**src/rtl/if_id_stage_ctrl_pkg.sv**
```systemverilog
// Shared definitions for the IF/ID front-end controller.
//   fe_state encodings and the layout of the fetched VLIW bundle
//   {instr_32, instr_16}.
package if_id_stage_ctrl_pkg;

  // Front-end state encodings (value of the fe_state output)
  localparam logic [1:0] FE_RUN     = 2'b00;
  localparam logic [1:0] FE_STALL   = 2'b01;
  localparam logic [1:0] FE_FLUSHED = 2'b10;

  // Bundle split: 16-bit slot in the low bits, 32-bit slot above it
  localparam int unsigned INSTR16_W   = 16;
  localparam int unsigned INSTR32_W   = 32;
  localparam int unsigned INSTR16_LSB = 0;
  localparam int unsigned INSTR32_LSB = INSTR16_LSB + INSTR16_W;

  typedef struct packed {
    logic [INSTR32_W-1:0] instr_32;
    logic [INSTR16_W-1:0] instr_16;
  } bundle_t;

endpackage

```
**src/rtl/if_id_stage_ctrl_if.sv**
```systemverilog
// Hazard/fetch bus of the IF/ID controller.
//   master: hazard units, imem and observers (drive requests, read state)
//   slave : if_id_stage_ctrl (consumes requests, drives PC/IF/ID/counters)
interface if_id_stage_ctrl_if #(
  parameter int unsigned PC_WIDTH    = 32,
  parameter int unsigned INSTR_WIDTH = 48,
  parameter int unsigned CNT_WIDTH   = 16
);
  // Load-use hazard unit
  logic                   pc_write_lu;
  logic                   ifid_write_lu;
  logic                   flush_ctrl_lu;
  // Branch-data hazard unit
  logic                   pc_write_bd;
  logic                   ifid_write_bd;
  logic                   flush_ctrl_bd;
  // Branch-control hazard unit
  logic                   branch_pc_src;
  logic                   jump_pc_src;
  logic                   ifid_flush;
  logic [PC_WIDTH-1:0]    branch_target;
  logic [PC_WIDTH-1:0]    jump_target;
  // Instruction memory and counter control
  logic [INSTR_WIDTH-1:0] imem_instr;
  logic                   counters_clr;
  // Controller outputs
  logic [PC_WIDTH-1:0]    pc;
  logic [PC_WIDTH-1:0]    ifid_pc;
  logic [INSTR_WIDTH-1:0] ifid_instr;
  logic                   ifid_valid;
  logic                   idex_bubble;
  logic [1:0]             fe_state;
  logic [CNT_WIDTH-1:0]   stall_cycles;
  logic [CNT_WIDTH-1:0]   flush_count;
  logic                   stall_timeout;

  modport master (
    output pc_write_lu, ifid_write_lu, flush_ctrl_lu,
    output pc_write_bd, ifid_write_bd, flush_ctrl_bd,
    output branch_pc_src, jump_pc_src, ifid_flush,
    output branch_target, jump_target, imem_instr, counters_clr,
    input  pc, ifid_pc, ifid_instr, ifid_valid, idex_bubble,
    input  fe_state, stall_cycles, flush_count, stall_timeout
  );

  modport slave (
    input  pc_write_lu, ifid_write_lu, flush_ctrl_lu,
    input  pc_write_bd, ifid_write_bd, flush_ctrl_bd,
    input  branch_pc_src, jump_pc_src, ifid_flush,
    input  branch_target, jump_target, imem_instr, counters_clr,
    output pc, ifid_pc, ifid_instr, ifid_valid, idex_bubble,
    output fe_state, stall_cycles, flush_count, stall_timeout
  );
endinterface

```
**src/rtl/if_id_stage_ctrl_sat_counter.sv**
```systemverilog
// Saturating up-counter with synchronous clear (clear wins over increment).
//   clk, rst : clock, asynchronous active-high reset
//   inc      : count this cycle (ignored once all-ones)
//   clr      : synchronous clear
//   count    : registered count value
module if_id_stage_ctrl_sat_counter #(
  parameter int unsigned WIDTH = 16
) (
  input  logic             clk,
  input  logic             rst,
  input  logic             inc,
  input  logic             clr,
  output logic [WIDTH-1:0] count
);

  always_ff @(posedge clk or posedge rst) begin
    if (rst) begin
      count <= '0;
    end else if (clr) begin
      count <= '0;
    end else if (inc && (count != '1)) begin
      count <= count + WIDTH'(1);
    end
  end

endmodule

```
**src/rtl/if_id_stage_ctrl.sv**
```systemverilog
// Front-end pipeline controller: merges load-use, branch-data and
// branch-control hazard requests and applies hold / redirect / bubble
// actions to the PC and IF/ID registers; keeps stall/flush counters and
// a sticky consecutive-stall watchdog.
//   clk   : clock, rising edge
//   reset : asynchronous, active-high
//   bus   : slave side of if_id_stage_ctrl_if (hazard requests, redirect
//           targets, imem data, counters_clr in; pc, IF/ID bundle,
//           idex_bubble, fe_state, counters, stall_timeout out)
module if_id_stage_ctrl
  import if_id_stage_ctrl_pkg::*;
#(
  parameter int unsigned         PC_WIDTH    = 32,
  parameter int unsigned         INSTR_WIDTH = 48,
  parameter int unsigned         PC_INC      = 1,
  parameter logic [PC_WIDTH-1:0] RESET_PC    = '0,
  parameter int unsigned         CNT_WIDTH   = 16,
  parameter int unsigned         MAX_STALL   = 8
) (
  input logic              clk,
  input logic              reset,
  if_id_stage_ctrl_if.slave bus
);

  localparam int unsigned RUN_W = $clog2(MAX_STALL + 1);

  logic                   stall_c;
  logic                   redirect_req_c;
  logic                   redirect_c;
  logic [PC_WIDTH-1:0]    pc_q;
  logic [PC_WIDTH-1:0]    pc_d;
  logic [PC_WIDTH-1:0]    ifid_pc_q;
  logic [INSTR_WIDTH-1:0] ifid_instr_q;
  logic                   ifid_valid_q;
  logic [1:0]             state_q;
  logic [1:0]             state_d;
  logic [RUN_W-1:0]       stall_run_q;
  logic                   stall_timeout_q;

  // Hazard merge; a stall masks any redirect so the branch stays in ID
  assign stall_c        = ~bus.pc_write_lu | ~bus.ifid_write_lu |
                          ~bus.pc_write_bd | ~bus.ifid_write_bd;
  assign redirect_req_c = bus.jump_pc_src | bus.branch_pc_src | bus.ifid_flush;
  assign redirect_c     = ~stall_c & redirect_req_c;

  assign bus.idex_bubble = bus.flush_ctrl_lu | bus.flush_ctrl_bd;

  // Next PC: hold, jump, branch, sequential (wraps naturally)
  always_comb begin
    pc_d = pc_q + PC_WIDTH'(PC_INC);
    if (stall_c) begin
      pc_d = pc_q;
    end else if (bus.jump_pc_src) begin
      pc_d = bus.jump_target;
    end else if (bus.branch_pc_src) begin
      pc_d = bus.branch_target;
    end
  end

  always_ff @(posedge clk or posedge reset) begin
    if (reset) begin
      pc_q <= RESET_PC;
    end else begin
      pc_q <= pc_d;
    end
  end

  // IF/ID bundle register: hold, bubble on redirect, or capture fetch
  always_ff @(posedge clk or posedge reset) begin
    if (reset) begin
      ifid_pc_q    <= '0;
      ifid_instr_q <= '0;
      ifid_valid_q <= 1'b0;
    end else if (stall_c) begin
      ifid_pc_q    <= ifid_pc_q;
      ifid_instr_q <= ifid_instr_q;
      ifid_valid_q <= ifid_valid_q;
    end else if (redirect_c) begin
      ifid_pc_q    <= '0;
      ifid_instr_q <= '0;
      ifid_valid_q <= 1'b0;
    end else begin
      ifid_pc_q    <= pc_q;
      ifid_instr_q <= bus.imem_instr;
      ifid_valid_q <= 1'b1;
    end
  end

  // Front-end state register
  always_ff @(posedge clk or posedge reset) begin
    if (reset) begin
      state_q <= FE_FLUSHED;
    end else begin
      state_q <= state_d;
    end
  end

  // Next state depends only on this cycle's requests, from any state
  always_comb begin
    state_d = FE_RUN;
    if (stall_c) begin
      state_d = FE_STALL;
    end else if (redirect_c) begin
      state_d = FE_FLUSHED;
    end
  end

  // Performance counters
  if_id_stage_ctrl_sat_counter #(.WIDTH(CNT_WIDTH)) u_stall_cnt (
    .clk   (clk),
    .rst   (reset),
    .inc   (stall_c),
    .clr   (bus.counters_clr),
    .count (bus.stall_cycles)
  );

  if_id_stage_ctrl_sat_counter #(.WIDTH(CNT_WIDTH)) u_flush_cnt (
    .clk   (clk),
    .rst   (reset),
    .inc   (redirect_c),
    .clr   (bus.counters_clr),
    .count (bus.flush_count)
  );

  // Watchdog: run length stops at MAX_STALL; flag trips on the edge that
  // completes the MAX_STALL-th consecutive stall cycle
  always_ff @(posedge clk or posedge reset) begin
    if (reset) begin
      stall_run_q     <= '0;
      stall_timeout_q <= 1'b0;
    end else if (bus.counters_clr) begin
      stall_run_q     <= '0;
      stall_timeout_q <= 1'b0;
    end else if (stall_c) begin
      if (stall_run_q != RUN_W'(MAX_STALL)) begin
        stall_run_q <= stall_run_q + RUN_W'(1);
      end
      if (stall_run_q >= RUN_W'(MAX_STALL - 1)) begin
        stall_timeout_q <= 1'b1;
      end
    end else begin
      stall_run_q <= '0;
    end
  end

  assign bus.pc            = pc_q;
  assign bus.ifid_pc       = ifid_pc_q;
  assign bus.ifid_instr    = ifid_instr_q;
  assign bus.ifid_valid    = ifid_valid_q;
  assign bus.fe_state      = state_q;
  assign bus.stall_timeout = stall_timeout_q;

endmodule
```
**src/flat_wrapper.sv**
```systemverilog
// flat-port wrapper written by rule: the top's interface ports become plain ports
module if_id_stage_ctrl_flat import if_id_stage_ctrl_pkg::*;
#(
  parameter int unsigned         PC_WIDTH    = 32,
  parameter int unsigned         INSTR_WIDTH = 48,
  parameter int unsigned         PC_INC      = 1,
  parameter logic [PC_WIDTH-1:0] RESET_PC    = '0,
  parameter int unsigned         CNT_WIDTH   = 16,
  parameter int unsigned         MAX_STALL   = 8
)
  (clk, reset, bus_pc_write_lu, bus_ifid_write_lu, bus_flush_ctrl_lu, bus_pc_write_bd, bus_ifid_write_bd, bus_flush_ctrl_bd, bus_branch_pc_src, bus_jump_pc_src, bus_ifid_flush, bus_branch_target, bus_jump_target, bus_imem_instr, bus_counters_clr, bus_pc, bus_ifid_pc, bus_ifid_instr, bus_ifid_valid, bus_idex_bubble, bus_fe_state, bus_stall_cycles, bus_flush_count, bus_stall_timeout);
  if_id_stage_ctrl_if #(.PC_WIDTH(PC_WIDTH), .INSTR_WIDTH(INSTR_WIDTH), .CNT_WIDTH(CNT_WIDTH)) bus_i ();
  input logic clk;
  input logic reset;
  input wire logic [$bits(bus_i.pc_write_lu)-1:0] bus_pc_write_lu;
  input wire logic [$bits(bus_i.ifid_write_lu)-1:0] bus_ifid_write_lu;
  input wire logic [$bits(bus_i.flush_ctrl_lu)-1:0] bus_flush_ctrl_lu;
  input wire logic [$bits(bus_i.pc_write_bd)-1:0] bus_pc_write_bd;
  input wire logic [$bits(bus_i.ifid_write_bd)-1:0] bus_ifid_write_bd;
  input wire logic [$bits(bus_i.flush_ctrl_bd)-1:0] bus_flush_ctrl_bd;
  input wire logic [$bits(bus_i.branch_pc_src)-1:0] bus_branch_pc_src;
  input wire logic [$bits(bus_i.jump_pc_src)-1:0] bus_jump_pc_src;
  input wire logic [$bits(bus_i.ifid_flush)-1:0] bus_ifid_flush;
  input wire logic [$bits(bus_i.branch_target)-1:0] bus_branch_target;
  input wire logic [$bits(bus_i.jump_target)-1:0] bus_jump_target;
  input wire logic [$bits(bus_i.imem_instr)-1:0] bus_imem_instr;
  input wire logic [$bits(bus_i.counters_clr)-1:0] bus_counters_clr;
  output wire logic [$bits(bus_i.pc)-1:0] bus_pc;
  output wire logic [$bits(bus_i.ifid_pc)-1:0] bus_ifid_pc;
  output wire logic [$bits(bus_i.ifid_instr)-1:0] bus_ifid_instr;
  output wire logic [$bits(bus_i.ifid_valid)-1:0] bus_ifid_valid;
  output wire logic [$bits(bus_i.idex_bubble)-1:0] bus_idex_bubble;
  output wire logic [$bits(bus_i.fe_state)-1:0] bus_fe_state;
  output wire logic [$bits(bus_i.stall_cycles)-1:0] bus_stall_cycles;
  output wire logic [$bits(bus_i.flush_count)-1:0] bus_flush_count;
  output wire logic [$bits(bus_i.stall_timeout)-1:0] bus_stall_timeout;
  assign bus_i.pc_write_lu = bus_pc_write_lu;
  assign bus_i.ifid_write_lu = bus_ifid_write_lu;
  assign bus_i.flush_ctrl_lu = bus_flush_ctrl_lu;
  assign bus_i.pc_write_bd = bus_pc_write_bd;
  assign bus_i.ifid_write_bd = bus_ifid_write_bd;
  assign bus_i.flush_ctrl_bd = bus_flush_ctrl_bd;
  assign bus_i.branch_pc_src = bus_branch_pc_src;
  assign bus_i.jump_pc_src = bus_jump_pc_src;
  assign bus_i.ifid_flush = bus_ifid_flush;
  assign bus_i.branch_target = bus_branch_target;
  assign bus_i.jump_target = bus_jump_target;
  assign bus_i.imem_instr = bus_imem_instr;
  assign bus_i.counters_clr = bus_counters_clr;
  assign bus_pc = bus_i.pc;
  assign bus_ifid_pc = bus_i.ifid_pc;
  assign bus_ifid_instr = bus_i.ifid_instr;
  assign bus_ifid_valid = bus_i.ifid_valid;
  assign bus_idex_bubble = bus_i.idex_bubble;
  assign bus_fe_state = bus_i.fe_state;
  assign bus_stall_cycles = bus_i.stall_cycles;
  assign bus_flush_count = bus_i.flush_count;
  assign bus_stall_timeout = bus_i.stall_timeout;
  if_id_stage_ctrl #(.PC_WIDTH(PC_WIDTH), .INSTR_WIDTH(INSTR_WIDTH), .PC_INC(PC_INC), .RESET_PC(RESET_PC), .CNT_WIDTH(CNT_WIDTH), .MAX_STALL(MAX_STALL)) u_core (.clk(clk), .reset(reset), .bus(bus_i));
endmodule
```
**config.mk**
```make
export PLATFORM = sky130hd
export DESIGN_NAME = if_id_stage_ctrl_flat
export DESIGN_NICKNAME = d
export VERILOG_FILES = /design/src/rtl/if_id_stage_ctrl_pkg.sv /design/src/rtl/if_id_stage_ctrl_if.sv /design/src/rtl/if_id_stage_ctrl_sat_counter.sv /design/src/rtl/if_id_stage_ctrl.sv /design/src/flat_wrapper.sv
export SDC_FILE = /design/constraint.sdc
export NUM_CORES = 1
export LEC_CHECK = 0
export ABC_AREA = 1
export CAP_MARGIN = 20
export CORE_ASPECT_RATIO = 1.2
export CORE_MARGIN = 3
export CORE_UTILIZATION = 35
export CTS_CLUSTER_SIZE = 40
export DETAILED_ROUTE_END_ITERATION = 8
export GPL_TIMING_DRIVEN = 0
export SYNTH_ARGS = -nofsm -noshare
export SYNTH_HDL_FRONTEND = slang
export SYNTH_SLANG_ARGS = --single-unit
```
**constraint.sdc**
```tcl
create_clock -name clk -period 5.6 [get_ports clk]
set_clock_uncertainty 0.05 [all_clocks]
set_input_delay 0.56 -clock clk [delete_from_list [all_inputs] [get_ports clk]]
set_output_delay 0.56 -clock clk [all_outputs]
set_load 0.01 [all_outputs]
```
# == After elaboration in Yosys (flattened, before gate mapping) ==
# Index checks and enable logic that the tools add are counted.
# W data, S select, Z words.
# word_totals
wordCells,54
output_inout_bits,149
in_bits,124
reg_bits,152
# classes
magnitude_cmp,1
addsub,4
reduce_logical,7
n_bitwise,12
mux,17
n_eq_ne,4
# op_table
operator,n
$mux W32,3
$mux W16,4
$mux W48,1
$add A16 B1 Y16 const B,2
$add A32 B1 Y32 const B,1
$ne A16 B16 Y1 const B,2
$mux W4,3
$reduce_bool A2 Y1,4
$or A1 B1 Y1,6
$not A1 Y1,5
$add A4 B1 Y4 const B,1
$ge A4 B3 Y1 const B,1
$mux W1,4
$mux W2,2
$ne A4 B4 Y1 const B,1
$ne A3 B3 Y1 const B,1
$logic_and A1 B1 Y1,2
$reduce_and A2 Y1,1
$and A1 B1 Y1,1

# == Depth between registers and ports, before layout ==
# Gate-level depths: netlist of run 1.
# depth
depth_word,9
ltp_mapped,11
depth_no_buf,10

# == Modules after synthesis ==
# Synthesis of run 1 repeated with hierarchy kept, for this count alone.
# hier_totals
cells_unflattened,1146
area_unflattened_um2,8339.2
# by_module_without_submodules
mod,area_each_um2,n_inst,cells_each,seq_area_each_um2
if_id_stage_ctrl,6172.2,1,828,3004.1
if_id_stage_ctrl_sat_counter,1083.5,2,159,400.4

# == Worst setup path before layout of run 1 ==
# Ideal clock, no wire load.
# synth_timing
path_kind,input-to-reg
startpoint,in bus_pc_write_lu
endpoint,reg u_core.pc_q[14] (netlist: u_core.bus.pc[14])
arrival_ns,1.444
n_path_buf,2
path_stages,7
required_time_ns,5.411
path_slack_ns,3.968
setup_time_ns,0.139
cell_sequence,nand2_1 -> nor2_2 -> buf_4 -> inv_2 -> buf_2 -> a221oi_1 -> a22oi_1
# synth_between
elab_chain_len,4
# synth_lines
element,line_no,text
start: declaration,flat_wrapper.sv:15,input wire logic [$bits(bus_i.pc_write_lu)-1:0] bus_pc_write_lu;
$not A1 Y1,if_id_stage_ctrl.sv:41,assign stall_c = ~bus.pc_write_lu | ~bus.ifid_write_lu |
$or A1 B1 Y1 (2 in series),if_id_stage_ctrl.sv:41,
$or A1 B1 Y1,if_id_stage_ctrl.sv:42,~bus.pc_write_bd | ~bus.ifid_write_bd;
end signal: assignment,if_id_stage_ctrl.sv:64,pc_q <= pc_d;
end: declaration,if_id_stage_ctrl.sv:30,logic [PC_WIDTH-1:0] pc_q;
# No other way between the ends.
# A chain may end at the register's enable or synchronous reset.

# == Final worst setup path of run 1 ==
# layout_timing
startpoint,in bus_flush_ctrl_bd
endpoint,out bus_idex_bubble
# layout_between
elab_chain_len,1
# layout_lines
element,line_no,text
start: declaration,flat_wrapper.sv:20,input wire logic [$bits(bus_i.flush_ctrl_bd)-1:0] bus_flush_ctrl_bd;
$or A1 B1 Y1,if_id_stage_ctrl.sv:46,assign bus.idex_bubble = bus.flush_ctrl_lu | bus.flush_ctrl_bd;
end: declaration,flat_wrapper.sv:32,output wire logic [$bits(bus_i.idex_bubble)-1:0] bus_idex_bubble;
# No other way between the ends.

==> results_tabular.tex, run 1 <==
\begin{tabular}{lr}
\hline
Metric & Value \\
\hline
\multicolumn{2}{l}{\textbf{Route}} \\
\quad Per-cell routed wire length & around 17 µm \\
\quad Number of vias per cell & a little under 5 \\
\quad Starting DRT DRC Count & about 550 \\
\quad DR pass1 iterations & 5 \\
\quad Post-detailed-routing wire length & 29.8 mm \\
\quad ANT nets after route & 0 \\
\quad Post-route DRC violation count & 0 \\
\quad DR vias & approximately 8.5k \\
\multicolumn{2}{l}{\textbf{Yosys}} \\
\quad Async set or reset register ratio after synthesis & 100\% \\
\quad Prevailing post-synth register cell & sky130\_fd\_sc\_hd\_\_dfrtp\_1 \\
\quad Post-Syn Nets & approximately 1.2k \\
\quad Library cell occupying the most area in the post-synthesis netlist & sky130\_fd\_sc\_hd\_\_dfrtp\_1 \\
\quad Leading post-synthesis cells by cell area & sky130\_fd\_sc\_hd\_\_dfrtp\_1 (47\%), sky130\_fd\_sc\_hd\_\_nand2\_1 (15\%), sky130\_fd\_sc\_hd\_\_nand3\_1 (7.1\%), sky130\_fd\_sc\_hd\_\_nor2\_1 (6.6\%), sky130\_fd\_sc\_hd\_\_a21oi\_1 (3.3\%) \\
\quad Total of warnings raised by yosys & 0 \\
\quad Mean Syn Cell Area & about 7.4 µm² \\
\quad Number of enable-type register cells in the synthesized netlist & 0 \\
\quad Most common cell in the synthesized netlist & sky130\_fd\_sc\_hd\_\_nand2\_1 \\
\quad Sequential share of the synthesized area & a little under half \\
\quad Synth top area share & around 47\% \\
\quad Count of different cell masters after synthesis & 38 \\
\quad Cell types with the highest counts after synthesis & sky130\_fd\_sc\_hd\_\_nand2\_1 (332), sky130\_fd\_sc\_hd\_\_dfrtp\_1 (151), sky130\_fd\_sc\_hd\_\_nor2\_1 (143), sky130\_fd\_sc\_hd\_\_nand3\_1 (114), sky130\_fd\_sc\_hd\_\_inv\_1 (68) \\
\quad Synth Instances & between 1k and 1.5k \\
\quad Count of state elements after synthesis & 152 \\
\quad Syn Std Cell Area & slightly above 8000 µm² \\
\multicolumn{2}{l}{\textbf{Timing}} \\
\quad Setup repair after global routing missed its margin & false \\
\quad Tightest slew margin relative to the limit & a little under half \\
\quad Slew at the pin closest to its max-slew limit & 0.787 ns \\
\quad Max Clk Rate & $\sim$430 MHz \\
\quad Hold Fails Final Rpt & 0 \\
\quad Hold Worst Slack & between 0.4 and 0.5 ns \\
\quad Final Cycle Share & 41.3\% \\
\quad Final setup violation count & 0 \\
\quad Final Slew Violations & 0 \\
\quad Final critical delay including setup and external delays & approximately 2.3 ns \\
\multicolumn{2}{l}{\textbf{GRT}} \\
\quad Pin count of the biggest net entering global routing & between 80 and 90 \\
\quad Antenna violations before repair & 2 \\
\quad All-layer global routing usage & between 20\% and 30\% \\
\quad First-pass GRT wire length & around 47 mm \\
\quad Via count of the first global-routing pass & approximately 8.5k \\
\quad Total congestion overflow after global routing & 0 \\
\multicolumn{2}{l}{\textbf{CTS}} \\
\quad Clock tree from TritonCTS & done \\
\quad CTS root buffer & sky130\_fd\_sc\_hd\_\_clkbuf\_16 \\
\quad CTS H-tree lvls & 4 \\
\quad Resize count post-CTS & 0 \\
\quad Clock transition at the registers of the reported paths & 0.06 ns \\
\quad Clock Latency Late Sink & 0.42 ns \\
\quad Number of CTS-inserted buffers & 17 \\
\quad Buffers inserted during post-CTS setup optimization & 0 \\
\quad Post-CTS Hold Buffers & 0 \\
\quad Clock sink count & 152 \\
\quad Longest Clk Path Bufs & 2 \\
\multicolumn{2}{l}{\textbf{Pwr}} \\
\quad Internal power & between 2 and 3 mW \\
\quad Peak supply drop & roughly 210 µV \\
\quad Comb pwr share & between 20\% and 30\% \\
\quad P\_leak & around 5.3 nW \\
\quad Clk network pwr share & around a third \\
\quad Switching share of power & between 30\% and 40\% \\
\quad Net switching power & $\sim$1.2 mW \\
\quad Pwr dens & 320 nW/µm² \\
\quad Sequential group share of total power & 38.9\% \\
\multicolumn{2}{l}{\textbf{Critical path}} \\
\quad Crit. End Element & output port \\
\quad Critical path destination & bus\_idex\_bubble \\
\quad Startpoint of the lowest-slack register-to-register path & u\_core.bus.pc[0] \\
\quad Data required time at the worst endpoint & 4.99 ns \\
\quad Type of the worst setup path & primary input to output port \\
\quad Cell-by-cell listing of the critical path & clkdlybuf4s50\_1 > or2\_2 > clkdlybuf4s50\_1 \\
\quad Cell type with the highest occurrence count on the critical path & sky130\_fd\_sc\_hd\_\_clkdlybuf4s50\_1 \\
\quad Worst-case register-to-register setup slack & $\sim$3.6 ns \\
\quad Crit Path Max Fanout & 1 \\
\quad Timing startpoint of the critical path & bus\_flush\_ctrl\_bd \\
\quad FF-to-FF End & u\_core.bus.pc[28] \\
\quad WP data arrival & about 1.7 ns \\
\quad Worst Reg2Reg Path Length in Cells & 10 \\
\quad CP max stage delay & approximately 0.47 ns \\
\quad Cell with the biggest individual delay on the critical path & sky130\_fd\_sc\_hd\_\_clkdlybuf4s50\_1 \\
\quad Startpoint types & primary input \\
\multicolumn{2}{l}{\textbf{Cells and area}} \\
\quad Filler cells & 2219 \\
\quad Area of combinational cells with multiple inputs & between 3000 and 4000 µm² \\
\quad Fraction of layout cells with a size suffix above 1 & 7.27\% \\
\quad Final-stage net count & between 1.5k and 2k \\
\quad Filler-free cell count of the finished design & between 1.5k and 2k \\
\quad Sequential cell area & 3800 µm² \\
\quad Area grow syn2layout & 46.6\% \\
\multicolumn{2}{l}{\textbf{Placed design}} \\
\quad Number of cells in the design after placement & 1681 \\
\quad Port-buffer cells & 272 \\
\quad Detailed placer's ending HPWL & between 20 and 25 mm \\
\quad Last weighted congestion value of the routability-driven placer & slightly above 0.9 \\
\multicolumn{2}{l}{\textbf{Floorplanning}} \\
\quad Row count & 60 \\
\quad Initial cell density of the core & between 30\% and 40\% \\
\quad Number of top-level design ports & $\sim$270 \\
\quad Die span in x & approximately 140 µm \\
\quad DIE AREA & 25000 µm² \\
\quad Area of the core & between 20000 and 25000 µm² \\
\quad Die Ht & around 170 µm \\
\multicolumn{2}{l}{\textbf{Job}} \\
\quad Count of maximum capacitance violations & 0 \\
\multicolumn{2}{l}{\textbf{Worst hold path}} \\
\quad Worst Hold Class & flop to flop \\
\quad Launch instance of the worst min-delay path & u\_core.bus.ifid\_pc[9] \\
\multicolumn{2}{l}{\textbf{Status}} \\
\quad Result of the run & finished, final reports clean \\
\hline
\end{tabular}
==> cell usage in the layout, fill, tap and decap left out, types with 16 or more instances in the layout <==
cell,instances
sky130_fd_sc_hd__o21ai_0,49
sky130_fd_sc_hd__nor2_1,143
sky130_fd_sc_hd__a21oi_1,54
sky130_fd_sc_hd__clkbuf_16,17
sky130_fd_sc_hd__o21ai_1,16
sky130_fd_sc_hd__inv_1,67
sky130_fd_sc_hd__clkbuf_1,32
sky130_fd_sc_hd__dfrtp_1,151
sky130_fd_sc_hd__clkdlybuf4s50_1,272
sky130_fd_sc_hd__nand3_1,114
sky130_fd_sc_hd__nand2_1,332
==> sequential cells by signal, indices dropped and copies added (netlist names) <==
name                      flops
u_core.bus.fe_state           2
u_core.u_stall_cnt.count     16
u_core.bus.ifid_pc           32
u_core.u_flush_cnt.count     16
u_core.stall_run_q            4
u_core.bus.ifid_valid         1
u_core.bus.stall_timeout      1
u_core.bus.pc                32
u_core.bus.ifid_instr        48
==> power by group through the flow <==
stage,clock network (mW),registers (mW),logic (mW)
6_report,1.24,1.48,1.07
5_1_grt,1.31,1.51,1.18
4_1_cts,1.27,1.47,1.09
3_5_place_dp,0,1.49,1.08
3_3_place_gp,0,1.49,1.07
2_1_floorplan,0,1.54,0.372
==> layout make-up <==
cell class,count,area share [%]
diodes,1,0.0211
plain buffers,48,1.79
clock buffers,18,3.62
clock inverters,14,1.59
inverters,86,2.79
multi-input cells,812,31.6
flip-flops and latches,152,32.1
well taps,310,3.27
repair buffers,273,23.2
==> critical path: cells and delay by family <==
family,cells,cell delay (ns)
buffers and inverters,2,0.86
and+or+nand+nor,1,0.28
==> metrics by stage <==
step	TNS [ns]	instance area, µm²	power, mW	utilization (%)	setup WS (ns)
final	0	11900	3.79	52.5	3.29
after global routing	0	11900	4.00	52.5	3.22
after CTS	0	11900	3.82	52.4	3.28
after detailed placement	0	11200	2.57	49.7	2.85
after global placement	-241.23	11200	2.56	49.6	-1.62
after floorplan	0	8090	1.91	-	0.899
==> worst min-delay path by stage <==
stage          slack (ns)  cells after the start                       end
6_report             0.43                      2     u_core.bus.ifid_pc[9]
5_1_grt              0.45                      2  u_core.bus.ifid_instr[4]
4_1_cts              0.43                      2     u_core.bus.ifid_pc[9]
3_5_place_dp         0.41                      2     u_core.bus.ifid_pc[9]
3_3_place_gp         0.41                      2  u_core.bus.ifid_instr[2]
2_1_floorplan        0.44                      2     u_core.stall_run_q[1]
==> logic make-up after synthesis <==
kind of cell,Yosys count,synth area share [%]
xor+xnor,14,1.52
simple gates,646,34.0
buf+inv,134,6.62
fa+ha+maj,5,0.774
compound gates,147,10.1
flops,152,47.1
==> metal layers <==
| metal | GRT usage (%) | wire length [µm] |
|---|---|---|
| met1 | 31.3 | 12300 |
| met2 | 38.9 | 14400 |
| met3 | 5.56 | 2250 |
| met4 | 9.02 | 856 |
| met5 | 0 | 13 |
Power figures use the tool's default switching activity.
==> inputs of run 2 (changes only) <==
==> constraint.sdc (replaced) <==
create_clock -name clk -period 2.31 [get_ports clk]
set_clock_uncertainty 0.05 [all_clocks]
set_input_delay 0.231 -clock clk [delete_from_list [all_inputs] [get_ports clk]]
set_output_delay 0.231 -clock clk [all_outputs]
set_load 0.01 [all_outputs]
==> results_tabular.tex, run 2 (same netlist as run 1, synthesis figures left out) <==
\begin{tabular}{lr}
\hline
Metric & Value \\
\hline
\multicolumn{2}{l}{\textbf{Timing}} \\
\quad Final critical delay including setup and external delays & $\sim$2.0 ns \\
\quad Total negative slack & 0 ns \\
\quad Final Slew Violations & 0 \\
\quad Max Clk Rate & roughly 500 MHz \\
\quad Slew at the pin closest to its max-slew limit & between 0.6 and 0.7 ns \\
\quad Hold Fails Final Rpt & 0 \\
\quad Final setup violation count & 0 \\
\quad Setup repair after global routing missed its margin & false \\
\quad Final setup slack of the worst path & 0.323 ns \\
\quad Final Cycle Share & 86.0\% \\
\quad Hold Worst Slack & 0.134 ns \\
\quad Tightest slew margin relative to the limit & 54.7\% \\
\multicolumn{2}{l}{\textbf{GRT}} \\
\quad All-layer global routing usage & 23.9\% \\
\quad Pin count of the biggest net entering global routing & a little over 40 \\
\quad Total congestion overflow after global routing & 0 \\
\quad First-pass GRT wire length & approximately 47 mm \\
\quad Via count of the first global-routing pass & $\sim$8.4k \\
\quad Antenna violations before repair & 2 \\
\multicolumn{2}{l}{\textbf{Cells and area}} \\
\quad Most common cell after layout, fill and taps aside & sky130\_fd\_sc\_hd\_\_nand2\_1 \\
\quad Final-stage net count & around 1.5k \\
\quad Filler cells & 2227 \\
\quad Fraction of layout cells with a size suffix above 1 & between 7 and 8\% \\
\quad Sequential cell area & 3800 µm² \\
\quad Commonest cells after routing, fill and taps aside & sky130\_fd\_sc\_hd\_\_nand2\_1 (332), sky130\_fd\_sc\_hd\_\_clkdlybuf4s50\_1 (272), sky130\_fd\_sc\_hd\_\_dfrtp\_1 (151) \\
\quad Area grow syn2layout & 46.8\% \\
\quad Number of flip-flops under the largest register name & 48 \\
\quad Area of combinational cells with multiple inputs & $\sim$3700 µm² \\
\multicolumn{2}{l}{\textbf{CTS}} \\
\quad Clock sink count & around 150 \\
\quad Resize count post-CTS & 0 \\
\quad Clock Latency Late Sink & between 0.4 and 0.5 ns \\
\quad Post-CTS Hold Buffers & 0 \\
\quad Clock transition at the registers of the reported paths & $\sim$0.08 ns \\
\quad Longest Clk Path Bufs & 2 \\
\quad CTS root buffer & sky130\_fd\_sc\_hd\_\_clkbuf\_16 \\
\quad Buffers inserted during post-CTS setup optimization & 0 \\
\quad Clock tree from TritonCTS & done \\
\quad CTS H-tree lvls & 4 \\
\quad Number of CTS-inserted buffers & 17 \\
\multicolumn{2}{l}{\textbf{Floorplanning}} \\
\quad Die Ht & roughly 170 µm \\
\quad Row count & 60 \\
\quad Area of the core & 22600 µm² \\
\quad Initial cell density of the core & 35.8\% \\
\quad DIE AREA & about 25000 µm² \\
\quad Die span in x & between 100 and 150 µm \\
\quad Number of top-level design ports & 273 \\
\multicolumn{2}{l}{\textbf{Critical path}} \\
\quad Timing startpoint of the critical path & bus\_pc\_write\_lu \\
\quad Data required time at the worst endpoint & between 2 and 3 ns \\
\quad Startpoint types & primary input \\
\quad Startpoint of the lowest-slack register-to-register path & u\_core.bus.pc[0] \\
\quad WP data arrival & $\sim$2.2 ns \\
\quad Type of the worst setup path & primary input to flop \\
\quad Crit. End Element & flop \\
\quad Crit Path Max Fanout & 10 \\
\quad Worst Reg2Reg Path Length in Cells & 9 \\
\multicolumn{2}{l}{\textbf{Route}} \\
\quad Number of vias per cell & $\sim$5 \\
\quad ANT nets after route & 0 \\
\quad Post-route DRC violation count & 0 \\
\quad DR pass1 iterations & 5 \\
\quad Post-detailed-routing wire length & $\sim$30 mm \\
\quad DR vias & 8493 \\
\quad Per-cell routed wire length & roughly 17 µm \\
\quad Starting DRT DRC Count & 523 \\
\multicolumn{2}{l}{\textbf{Placed design}} \\
\quad Detailed placer's ending HPWL & 23.0 mm \\
\quad Placement-stage worst setup slack & -0.0985 ns \\
\quad Last weighted congestion value of the routability-driven placer & just over 0.9 \\
\quad Port-buffer cells & 272 \\
\multicolumn{2}{l}{\textbf{Job}} \\
\quad Count of maximum capacitance violations & 0 \\
\multicolumn{2}{l}{\textbf{Status}} \\
\quad Result of the run & finished, final reports clean \\
\multicolumn{2}{l}{\textbf{Pwr}} \\
\quad P\_leak & approximately 5.3 nW \\
\quad Pwr dens & about 760 nW/µm² \\
\quad Peak supply drop & roughly 500 µV \\
\multicolumn{2}{l}{\textbf{Worst hold path}} \\
\quad Worst Hold Class & primary input to async pin \\
\hline
\end{tabular}
run 2: changes by cell type in the layout (fill, tap and decap cells not counted):
cell,before,now
sky130_fd_sc_hd__buf_12,0,4
sky130_fd_sc_hd__bufinv_16,3,1
sky130_fd_sc_hd__clkinvlp_4,1,3
sky130_fd_sc_hd__buf_16,1,0
sky130_fd_sc_hd__clkbuf_1,32,31
sky130_fd_sc_hd__clkbuf_8,0,1
sky130_fd_sc_hd__clkinv_2,1,0
sky130_fd_sc_hd__inv_6,4,5
run 2: layout make-up:
type                       count  share of cell area, %
antenna                        1                 0.0211
clock buffer                  18                   3.70
multi-input combinational    812                   31.5
buffer                        48                   1.79
inverter                      86                   2.75
sequential                   152                   32.0
timing repair buffer         276                   23.6
tap                          310                   3.27
clock inverter                14                   1.28
run 2: per-layer routing:
metal / up-vias / global-route usage (%) / share of wire, %
met5: - / 0 / 0.044
met4: 2 / 7.70 / 2.2
met3: 38 / 5.42 / 7.3
met2: 313 / 39.8 / 49
met1: 3998 / 30.5 / 41
li1: 4142 / - / -
run 2: power breakdown:
| group | leakage (nW) | internal [mW] | switching, mW |
|---|---|---|---|
| Combinational | 3.06 | 1.36 | 1.26 |
| Clock | 0.286 | 1.56 | 1.30 |
| Sequential | 1.91 | 3.13 | 0.449 |
run 2: final timing paths:
path                                             end  slack [ns]
max                                u_core.bus.pc[14]        0.32
min                        u_core.bus.ifid_instr[34]        0.13
max reg2reg                        u_core.bus.pc[12]        0.39
min reg2reg                u_core.bus.ifid_instr[44]        0.43
max in group asynchronous      u_core.bus.ifid_pc[6]        0.98
min in group clk           u_core.bus.ifid_instr[34]        0.30
run 2: critical path: stages:
cell and delay [ns]:
sky130_fd_sc_hd__clkdlybuf4s50_1 0.46, sky130_fd_sc_hd__nand2_1 0.06, sky130_fd_sc_hd__nor2_2 0.27, sky130_fd_sc_hd__buf_4 0.28, sky130_fd_sc_hd__inv_2 0.15, sky130_fd_sc_hd__buf_2 0.27
sky130_fd_sc_hd__a221oi_1 0.37, sky130_fd_sc_hd__a22oi_1 0.12
run 2: through the flow:
| stage | instances | utilization [%] | instance area (µm²) | power [mW] |
|---|---|---|---|---|
| 2_1_floorplan | 1098 | - | 8090 | 4.64 |
| 3_3_place_gp | 1680 | 49.6 | 11200 | 6.20 |
| 3_5_place_dp | 1684 | 49.9 | 11300 | 6.24 |
| 4_1_cts | 1716 | 52.5 | 11900 | 9.13 |
| 5_1_grt | 1717 | 52.5 | 11900 | 9.56 |
| 6_report | 1717 | 52.5 | 11900 | 9.05 |
